<file path="src/rtl/divider_pkg.sv">
// Shared types and helpers for the sequential restoring divider.
package divider_pkg;

  typedef enum logic [1:0] {
    IDLE = 2'd0,
    CALC = 2'd1,
    FIX  = 2'd2
  } div_state_e;

  // Bits needed to hold values 0..v-1
  function automatic int unsigned clog2(input int unsigned v);
    int unsigned r;
    r = 0;
    while ((32'd1 << r) < v) r = r + 1;
    return r;
  endfunction

endpackage

</file>
<file path="src/rtl/divider_step.sv">
// One restoring division step: shift in the next dividend bit, subtract if it fits.
module divider_step #(
  parameter int unsigned DATA_WIDTH = 16
) (
  input  logic [DATA_WIDTH-1:0] rem_i,
  input  logic                  bit_i,
  input  logic [DATA_WIDTH-1:0] divisor_i,
  output logic [DATA_WIDTH-1:0] rem_o,
  output logic                  q_o
);

  // One bit wider than the operands so the compare cannot overflow
  logic [DATA_WIDTH:0] trial;

  assign trial = {rem_i, bit_i};
  assign q_o   = (trial >= {1'b0, divisor_i});
  assign rem_o = q_o ? DATA_WIDTH'(trial - {1'b0, divisor_i}) : trial[DATA_WIDTH-1:0];

endmodule

</file>
<file path="src/rtl/sequential_divider.sv">
// Multi-cycle restoring divider with Start/Ready handshake, one quotient bit per clock.
// Define SEQUENTIAL_DIVIDER_SIGNED_EN for two's-complement (truncating) division.
module sequential_divider
  import divider_pkg::*;
#(
  parameter int unsigned DATA_WIDTH = 16
) (
  input  logic                  Clk,
  input  logic                  nRst,
  input  logic [DATA_WIDTH-1:0] Dividend,
  input  logic [DATA_WIDTH-1:0] Divisor,
  input  logic                  Start,
  output logic [DATA_WIDTH-1:0] Quotient,
  output logic [DATA_WIDTH-1:0] Remainder,
  output logic                  Ready,
  output logic                  DivByZero
);

  localparam int unsigned CNT_W = clog2(DATA_WIDTH + 1);

  div_state_e            state_q, state_d;
  logic [CNT_W-1:0]      cnt_q, cnt_d;
  logic [DATA_WIDTH-1:0] rem_q, rem_d;
  logic [DATA_WIDTH-1:0] dvd_q, dvd_d;
  logic [DATA_WIDTH-1:0] dsr_q, dsr_d;
  logic [DATA_WIDTH-1:0] quot_q, quot_d;
  logic [DATA_WIDTH-1:0] remo_q, remo_d;
  logic                  dbz_q, dbz_d;
  logic                  ready_q, ready_d;
  logic [DATA_WIDTH-1:0] step_rem;
  logic                  step_q;

`ifdef SEQUENTIAL_DIVIDER_SIGNED_EN
  logic negq_q, negq_d;
  logic negr_q, negr_d;

  function automatic logic [DATA_WIDTH-1:0] cond_neg(input logic neg,
                                                     input logic [DATA_WIDTH-1:0] x);
    return neg ? DATA_WIDTH'(-x) : x;
  endfunction
`endif

  divider_step #(.DATA_WIDTH(DATA_WIDTH)) u_step (
    .rem_i     (rem_q),
    .bit_i     (dvd_q[DATA_WIDTH-1]),
    .divisor_i (dsr_q),
    .rem_o     (step_rem),
    .q_o       (step_q)
  );

  always_ff @(posedge Clk or negedge nRst) begin
    if (!nRst) begin
      state_q <= IDLE;
      cnt_q   <= '0;
      rem_q   <= '0;
      dvd_q   <= '0;
      dsr_q   <= '0;
      quot_q  <= '0;
      remo_q  <= '0;
      dbz_q   <= 1'b0;
      ready_q <= 1'b1;
`ifdef SEQUENTIAL_DIVIDER_SIGNED_EN
      negq_q  <= 1'b0;
      negr_q  <= 1'b0;
`endif
    end else begin
      state_q <= state_d;
      cnt_q   <= cnt_d;
      rem_q   <= rem_d;
      dvd_q   <= dvd_d;
      dsr_q   <= dsr_d;
      quot_q  <= quot_d;
      remo_q  <= remo_d;
      dbz_q   <= dbz_d;
      ready_q <= ready_d;
`ifdef SEQUENTIAL_DIVIDER_SIGNED_EN
      negq_q  <= negq_d;
      negr_q  <= negr_d;
`endif
    end
  end

  // dvd_q shifts out dividend bits at the top and collects quotient bits at the bottom
  always_comb begin
    state_d = state_q;
    cnt_d   = cnt_q;
    rem_d   = rem_q;
    dvd_d   = dvd_q;
    dsr_d   = dsr_q;
    quot_d  = quot_q;
    remo_d  = remo_q;
    dbz_d   = dbz_q;
    ready_d = ready_q;
`ifdef SEQUENTIAL_DIVIDER_SIGNED_EN
    negq_d  = negq_q;
    negr_d  = negr_q;
`endif
    case (state_q)
      IDLE: begin
        if (Start) begin
          ready_d = 1'b0;
          cnt_d   = '0;
          rem_d   = '0;
`ifdef SEQUENTIAL_DIVIDER_SIGNED_EN
          negr_d  = Dividend[DATA_WIDTH-1];
          negq_d  = Dividend[DATA_WIDTH-1] ^ Divisor[DATA_WIDTH-1];
          dvd_d   = cond_neg(Dividend[DATA_WIDTH-1], Dividend);
          dsr_d   = cond_neg(Divisor[DATA_WIDTH-1], Divisor);
`else
          dvd_d   = Dividend;
          dsr_d   = Divisor;
`endif
          state_d = (Divisor == '0) ? FIX : CALC;
        end
      end
      CALC: begin
        rem_d = step_rem;
        dvd_d = {dvd_q[DATA_WIDTH-2:0], step_q};
        cnt_d = cnt_q + CNT_W'(1);
        if (cnt_q == CNT_W'(DATA_WIDTH - 1)) state_d = FIX;
      end
      FIX: begin
        state_d = IDLE;
        ready_d = 1'b1;
        // On divide by zero dvd_q still holds the (absolute) dividend
        if (dsr_q == '0) begin
          quot_d = '1;
          dbz_d  = 1'b1;
`ifdef SEQUENTIAL_DIVIDER_SIGNED_EN
          remo_d = cond_neg(negr_q, dvd_q);
`else
          remo_d = dvd_q;
`endif
        end else begin
          dbz_d  = 1'b0;
`ifdef SEQUENTIAL_DIVIDER_SIGNED_EN
          quot_d = cond_neg(negq_q, dvd_q);
          remo_d = cond_neg(negr_q, rem_q);
`else
          quot_d = dvd_q;
          remo_d = rem_q;
`endif
        end
      end
      default: state_d = IDLE;
    endcase
  end

  assign Quotient  = quot_q;
  assign Remainder = remo_q;
  assign DivByZero = dbz_q;
  assign Ready     = ready_q;

endmodule

</file>
<file path="config.mk">
export PLATFORM = sky130hd
export DESIGN_NAME = sequential_divider
export DESIGN_NICKNAME = d
export VERILOG_FILES = /design/src/rtl/divider_pkg.sv /design/src/rtl/divider_step.sv /design/src/rtl/sequential_divider.sv
export SDC_FILE = /design/constraint.sdc
export NUM_CORES = 1
export LEC_CHECK = 0
export BUFFER_PORTS_ARGS = -buffer_cell sky130_fd_sc_hd__buf_2
export CAP_MARGIN = 25
export CORE_MARGIN = 5
export CORE_UTILIZATION = 57
export CTS_CLUSTER_SIZE = 30
export DETAILED_ROUTE_END_ITERATION = 8
export HOLD_SLACK_MARGIN = 0.15
export PLACE_DENSITY = 0.8
export SETUP_SLACK_MARGIN = 0.2
export SLEW_MARGIN = 25
export SYNTH_ARGS = -nofsm -noshare
export SYNTH_HDL_FRONTEND = slang
export SYNTH_SLANG_ARGS = --single-unit
</file>
<file path="constraint.sdc">
create_clock -name Clk -period 3 [get_ports Clk]
set_input_delay 0.6 -clock Clk [delete_from_list [all_inputs] [get_ports Clk]]
set_output_delay 0.6 -clock Clk [all_outputs]
set_load 0.02 [all_outputs]
</file>
==> results.cfg, run 1 <==
[outcome]
outcome = complete, no violations

[setup_path]
arrival_ps = 2830
crit_chain = ha_1, a21o_1, a211o_1, or3_1, a21oi_1, o21bai_4, buf_4, mux2i_1, o21ai_1
crit_family = compound AO/OA/AOI/OAI gates
crit_type = reg2reg
worstPathMaxFanout = 7
slowest_stage = dfrtp_1
critPathBufInv = 1
slowest_delay_ps = 420
crit_path_start_kind = flip-flop
worstPathRequired_ps = 3230
cp-end-kind = flip-flop

[clock_tree]
clock_latency_ps = 370
clkTransAtPathRegs_ps = 100
cts.sinks = 89
hold_buffers = 0
ctsHtreeMaxLevel = 3
cts_buffers = 9
cts_tree = built
cts.path.max_buffers = 2
cts-root-buf = clkbuf_8
cts_resized = 0

[timing]
finalClockSkew_ps = 15.9
whs_ps = 268
clock.fmax_mhz = 384
slew_headroom = 0.477
min_period_ps = 2610
fin_tns_setup_ps = 0
timing.final.hold_violations = 0
rsz0062_at_grt = false
finalSetupViolCount = 0
worst_pin_slew_ps = 785
finalCritPeriodShare = 0.869
slew_viol_final = 0
setup_ws_ps = 394

[pwr]
p_leak_nw = 2.53
cellPowerDensity_nw_per_um2 = 1270
intPower_mw = 3.89
power_mw = 6.91
pwr-share-seq = 0.316
p_switching_mw = 3.02
p_comb_frac = 0.544
sw_frac_of_total = 0.437
clkPwrFrac = 0.140
ir_drop_v = 0.000607

[synthesis]
syn_area_per_cell_sq_um = 9.27
synth-seq-area-share = 0.471
synth_nets = 564
yosys_warnings = 0
syn-instance-count = 510
synth_edf_count = 0
synth_ff_type = dfrtp_1
netlist_area_sq_um = 4730
async_flop_share = 1.00
ys_ff_latch = 89
synthDistinctLibCells = 46

[drt]
drc = 0
drt_iter0_drc = 348
firstDrtPassIters = 5
num_vias = 4013
totalWireLength_mm = 11.2
final_antenna_net_count = 0
avgViaCountPerCell = 5.85
wl_per_cell_um = 16.4

[placement]
post_dp_cell_area_sq_um = 5150
place_congestion = 0.893
dp_cells = 664
pre_cts_slack_ps = 302
port-buffer-count = 68
hpwl_mm = 8.29

[floorplanning]
ioPinCount = 69
die_y_um = 101
dieWidth_um = 101
dieArea_sq_um = 10200
coreArea_sq_um = 8130
rows = 33
initial_core_util = 0.581

[global_route]
antenna_found_initial = 0
grt_pass1_wl_mm = 17.9
grt_pass1_vias = 3694
grt_max_degree = 90
grt_overflow = 0
track_usage = 0.221

[run]
cap_viol_max_count = 0

[finish]
layout-drive-gt1-share = 0.184
stdcell_area_sq_um = 5430
area_growth_pct = 14.8
n_fill_cell = 659
final_common_cell = dfrtp_1
antennaDiodeCount = 0
post-route-util = 0.668
final_cells = 686
mostFrequentLayoutCells = dfrtp_1, o21ai_0, nand2_1
finalNetCount = 630

[min_path]
hp-class = in2async
## area by class of cell
type	instances	area, sq um	area share
clock buffers	9	124	0.0228
clock inverters	7	108	0.0198
inverters	21	78.8	0.0145
multi-input cells	371	2290	0.422
flip-flops and latches	89	2230	0.410
well taps	105	131	0.0242
repair buffers	84	467	0.0859
## routing by layer
| layer | share of wire | vias to the layer above | GRT usage |
|---|---|---|---|
| li1 | - | 1942 | - |
| met1 | 0.45 | 1898 | 0.316 |
| met2 | 0.46 | 157 | 0.350 |
| met3 | 0.073 | 16 | 0.0325 |
| met4 | 0.016 | 0 | 0.0685 |
| met5 | 0 | - | 0 |
## cells in the mapped netlist (9+ instances only)
cell type / n / area (sq um)
inv_1: 21 / 78.8
o21ai_0: 77 / 385
ha_1: 18 / 225
dfrtp_1: 88 / 2200
mux2i_1: 23 / 230
nor2_1: 26 / 97.6
nor4_1: 9 / 56.3
nand2_1: 68 / 255
a21oi_1: 30 / 150
a22oi_1: 16 / 120
nor2b_1: 21 / 131
clkbuf_1: 25 / 93.8
## state kept, by name, summed over array words and instances (netlist names)
signal / flops
cnt_q: 5
dvd_q: 16
Remainder: 16
Quotient: 16
rem_q: 16
state_q: 2
Ready: 1
DivByZero: 1
dsr_q: 16
## power by group through the flow
stage | Sequential [mW] | Combinational, mW | Clock [mW]
global placement | 2.18 | 3.44 | 0
floorplan | 2.23 | 2.69 | 0
finish | 2.19 | 3.76 | 0.965
global route | 2.24 | 4.18 | 1.02
detailed placement | 2.20 | 3.55 | 0
CTS | 2.18 | 3.57 | 0.975
## repair_timing
action                     CTS  global route
setup endpoints to repair    0             2
hold endpoints to repair     0             0
setup buffers                0             6
## kinds of logic (layout without fill, tap and decap cells)
kind of cell               count (synthesis)  in the layout  synth area share
AOI/OAI and AO/OA                        163            163             0.203
and+or+nand+nor                          150            150             0.150
DFF                                       89             89             0.471
buffers and inverters                     50            121            0.0444
muxes                                     26             26            0.0558
adders and majority gates                 19             19            0.0519
xor gates and xnor gates                  13             13            0.0241
## final timing paths
check                                 startpoint                        to  slack (ps)  depth (start not counted)
setup / recovery           rem_q[13]$_DFFE_PN0P_      rem_q[6]$_DFFE_PN0P_         390                          9
hold / removal                              nRst  Remainder[4]$_DFFE_PN0P_         270                          1
setup reg to reg           rem_q[13]$_DFFE_PN0P_      rem_q[6]$_DFFE_PN0P_         390                          9
hold reg to reg                Ready$_DFFE_PN1P_         Ready$_DFFE_PN1P_         470                          2
max in group asynchronous                   nRst      dsr_q[3]$_DFFE_PN0P_        2180                          1
min in group Clk                      Divisor[9]      dsr_q[9]$_DFFE_PN0P_         450                          3
Note: power is estimated with default switching activity, not from simulation.
==> run 2: changes to the inputs <==
--- a/config.mk
+++ b/config.mk
@@ -8,11 +8,11 @@
 export BUFFER_PORTS_ARGS = -buffer_cell sky130_fd_sc_hd__buf_2
 export CAP_MARGIN = 25
 export CORE_MARGIN = 5
-export CORE_UTILIZATION = 57
+export CORE_UTILIZATION = 52
 export CTS_CLUSTER_SIZE = 30
 export DETAILED_ROUTE_END_ITERATION = 8
 export HOLD_SLACK_MARGIN = 0.15
-export PLACE_DENSITY = 0.8
+export PLACE_DENSITY = 0.77
 export SETUP_SLACK_MARGIN = 0.2
 export SLEW_MARGIN = 25
 export SYNTH_ARGS = -nofsm -noshare
==> constraint.sdc (replaced) <==
create_clock -name Clk -period 2.3 [get_ports Clk]
set_input_delay 0.46 -clock Clk [delete_from_list [all_inputs] [get_ports Clk]]
set_output_delay 0.46 -clock Clk [all_outputs]
set_load 0.02 [all_outputs]
==> run 2 against run 1 <==
  * Wire length is 10% higher
  * Cell count grew 4.5%
  * Largest cell class unchanged
  * Critical path depth rose by 1
  * Fmax grew 14%
  * Clock-buffer cell count up 2
==> results.cfg, run 2 (synthesis results as in run 1) <==
[outcome]
outcome = complete, no violations

[pwr]
ir_drop_v = 0.000718
p_leak_nw = 2.68
cellPowerDensity_nw_per_um2 = 1710

[timing]
finalClockSkew_ps = 6.99
worst_pin_slew_ps = 502
setup_ws_ps = 13.7
whs_ps = 319
finalSetupViolCount = 0
clock.fmax_mhz = 437
slew_headroom = 0.665
timing.final.hold_violations = 0
finalCritPeriodShare = 0.994
min_period_ps = 2290
slew_viol_final = 0
rsz0062_at_grt = true

[setup_path]
r2r_slack_ps = 10
crit_chain = inv_2, ha_4, a21o_1, a211o_1, or3_1, a21oi_1, o21bai_4, clkbuf_16, mux2i_1, o21ai_1
arrival_ps = 2530
crit_path_start_kind = flip-flop
worstPathMaxFanout = 5
worstPathRequired_ps = 2540
slowest_stage = dfrtp_1
critPathBufInv = 2
cp-end-kind = flip-flop
slowest_delay_ps = 390
r2r-start = dsr_q[14]$_DFFE_PN0P_
crit_cells = 10
r2r_cells = 10
crit_type = reg2reg
startpoint = dsr_q[14]$_DFFE_PN0P_
worstReg2RegEnd = rem_q[6]$_DFFE_PN0P_
critPathCapture = rem_q[6]$_DFFE_PN0P_
crit_family = compound AO/OA/AOI/OAI gates

[floorplanning]
dieArea_sq_um = 11100
dieWidth_um = 105
ioPinCount = 69
initial_core_util = 0.537
coreArea_sq_um = 8810
rows = 34
die_y_um = 105

[drt]
drt_iter0_drc = 377
totalWireLength_mm = 12.4
firstDrtPassIters = 5
drc = 0
avgViaCountPerCell = 5.84
wl_per_cell_um = 17.3
num_vias = 4185
final_antenna_net_count = 0

[finish]
layout-drive-gt1-share = 0.258
antennaDiodeCount = 0
mostFrequentLayoutCells = dfrtp_1, o21ai_0, nand2_1
final_common_cell = dfrtp_1
area_growth_pct = 23.9
final_cells = 717
finalNetCount = 658
n_fill_cell = 712
post-route-util = 0.666

[clock_tree]
cts.sinks = 89
clock_latency_ps = 350
cts-root-buf = clkbuf_8
cts_buffers = 9
cts_tree = built
ctsHtreeMaxLevel = 3
cts.path.max_buffers = 2
clkTransAtPathRegs_ps = 90

[min_path]
min_path_cells = 3
hp-class = in2reg
min_from = Divisor[8]

[global_route]
antenna_found_initial = 0
grt_max_degree = 52
grt_overflow = 0
grt_pass1_vias = 4050
track_usage = 0.226
grt_pass1_wl_mm = 20.4

[placement]
hpwl_mm = 9.00
pre_cts_slack_ps = 7.74
place_congestion = 0.883
port-buffer-count = 68
dp_cells = 692

[run]
cap_viol_max_count = 0
==> run 2: layout make-up <==
| type | count | area (sq um) | share of cell area |
|---|---|---|---|
| clock buffer | 11 | 141 | 0.0241 |
| tap | 108 | 135 | 0.0231 |
| inverter | 21 | 78.8 | 0.0135 |
| sequential | 89 | 2230 | 0.380 |
| clock inverter | 5 | 62.6 | 0.0107 |
| timing repair buffer | 112 | 743 | 0.127 |
| multi-input combinational | 371 | 2470 | 0.422 |
==> run 2: per-stage QoR <==
| step | total power [mW] | TNS [ps] | instance area, sq um |
|---|---|---|---|
| after global routing | 10.8 | -703 | 5860 |
| final | 10.0 | 0 | 5860 |
| after CTS | 9.53 | 0 | 5750 |
| after global placement | 7.91 | 0 | 5410 |
| after detailed placement | 8.12 | 0 | 5410 |
| after floorplan | 6.50 | 0 | 4750 |
==> run 2: worst register-to-register path, cell delays in order, from the launching register on <==
cell and delay (ps):
dfrtp_1 390, inv_2 80, ha_4 210, a21o_1 160, a211o_1 270, or3_1 300, a21oi_1 120, o21bai_4 200
clkbuf_16 210, mux2i_1 180, o21ai_1 70
==> run 2: worst min-delay path by stage <==
stage / end / slack [ps]
global placement: Ready$_DFFE_PN1P_ / 450
global route: dsr_q[8]$_DFFE_PN0P_ / 340
floorplan: DivByZero$_DFFE_PN0P_ / 160
finish: dsr_q[8]$_DFFE_PN0P_ / 320
detailed placement: Remainder[4]$_DFFE_PN0P_ / 460
CTS: dsr_q[8]$_DFFE_PN0P_ / 310
==> run 2: power by group <==
group,total [mW],switching [mW],internal (mW)
registers,2.87,0.627,2.25
logic,6.03,3.11,2.92
clock network,1.12,0.580,0.539
==> run 2: per-layer routing <==
layer / share of wire / routed length, um / up-vias / GRT usage
met1: 0.46 / 5690 / 2015 / 0.321
met2: 0.46 / 5690 / 150 / 0.350
met4: 0.023 / 290 / 0 / 0.0881
li1: - / - / 1998 / -
met5: 0 / 0 / - / 0
met3: 0.059 / 726 / 22 / 0.0330
==> run 2: what timing repair did <==
| item | 4_1_cts | 5_1_grt |
|---|---|---|
| pin swaps | 0 | 4 |
| buffers inserted | 5 | 2 |
| gates cloned | 0 | 1 |
| endpoints found under the hold margin | 35 | 0 |
| gates resized for setup | 13 | 14 |
| setup endpoints to repair | 17 | 17 |
| hold buffers | 1 | 0 |
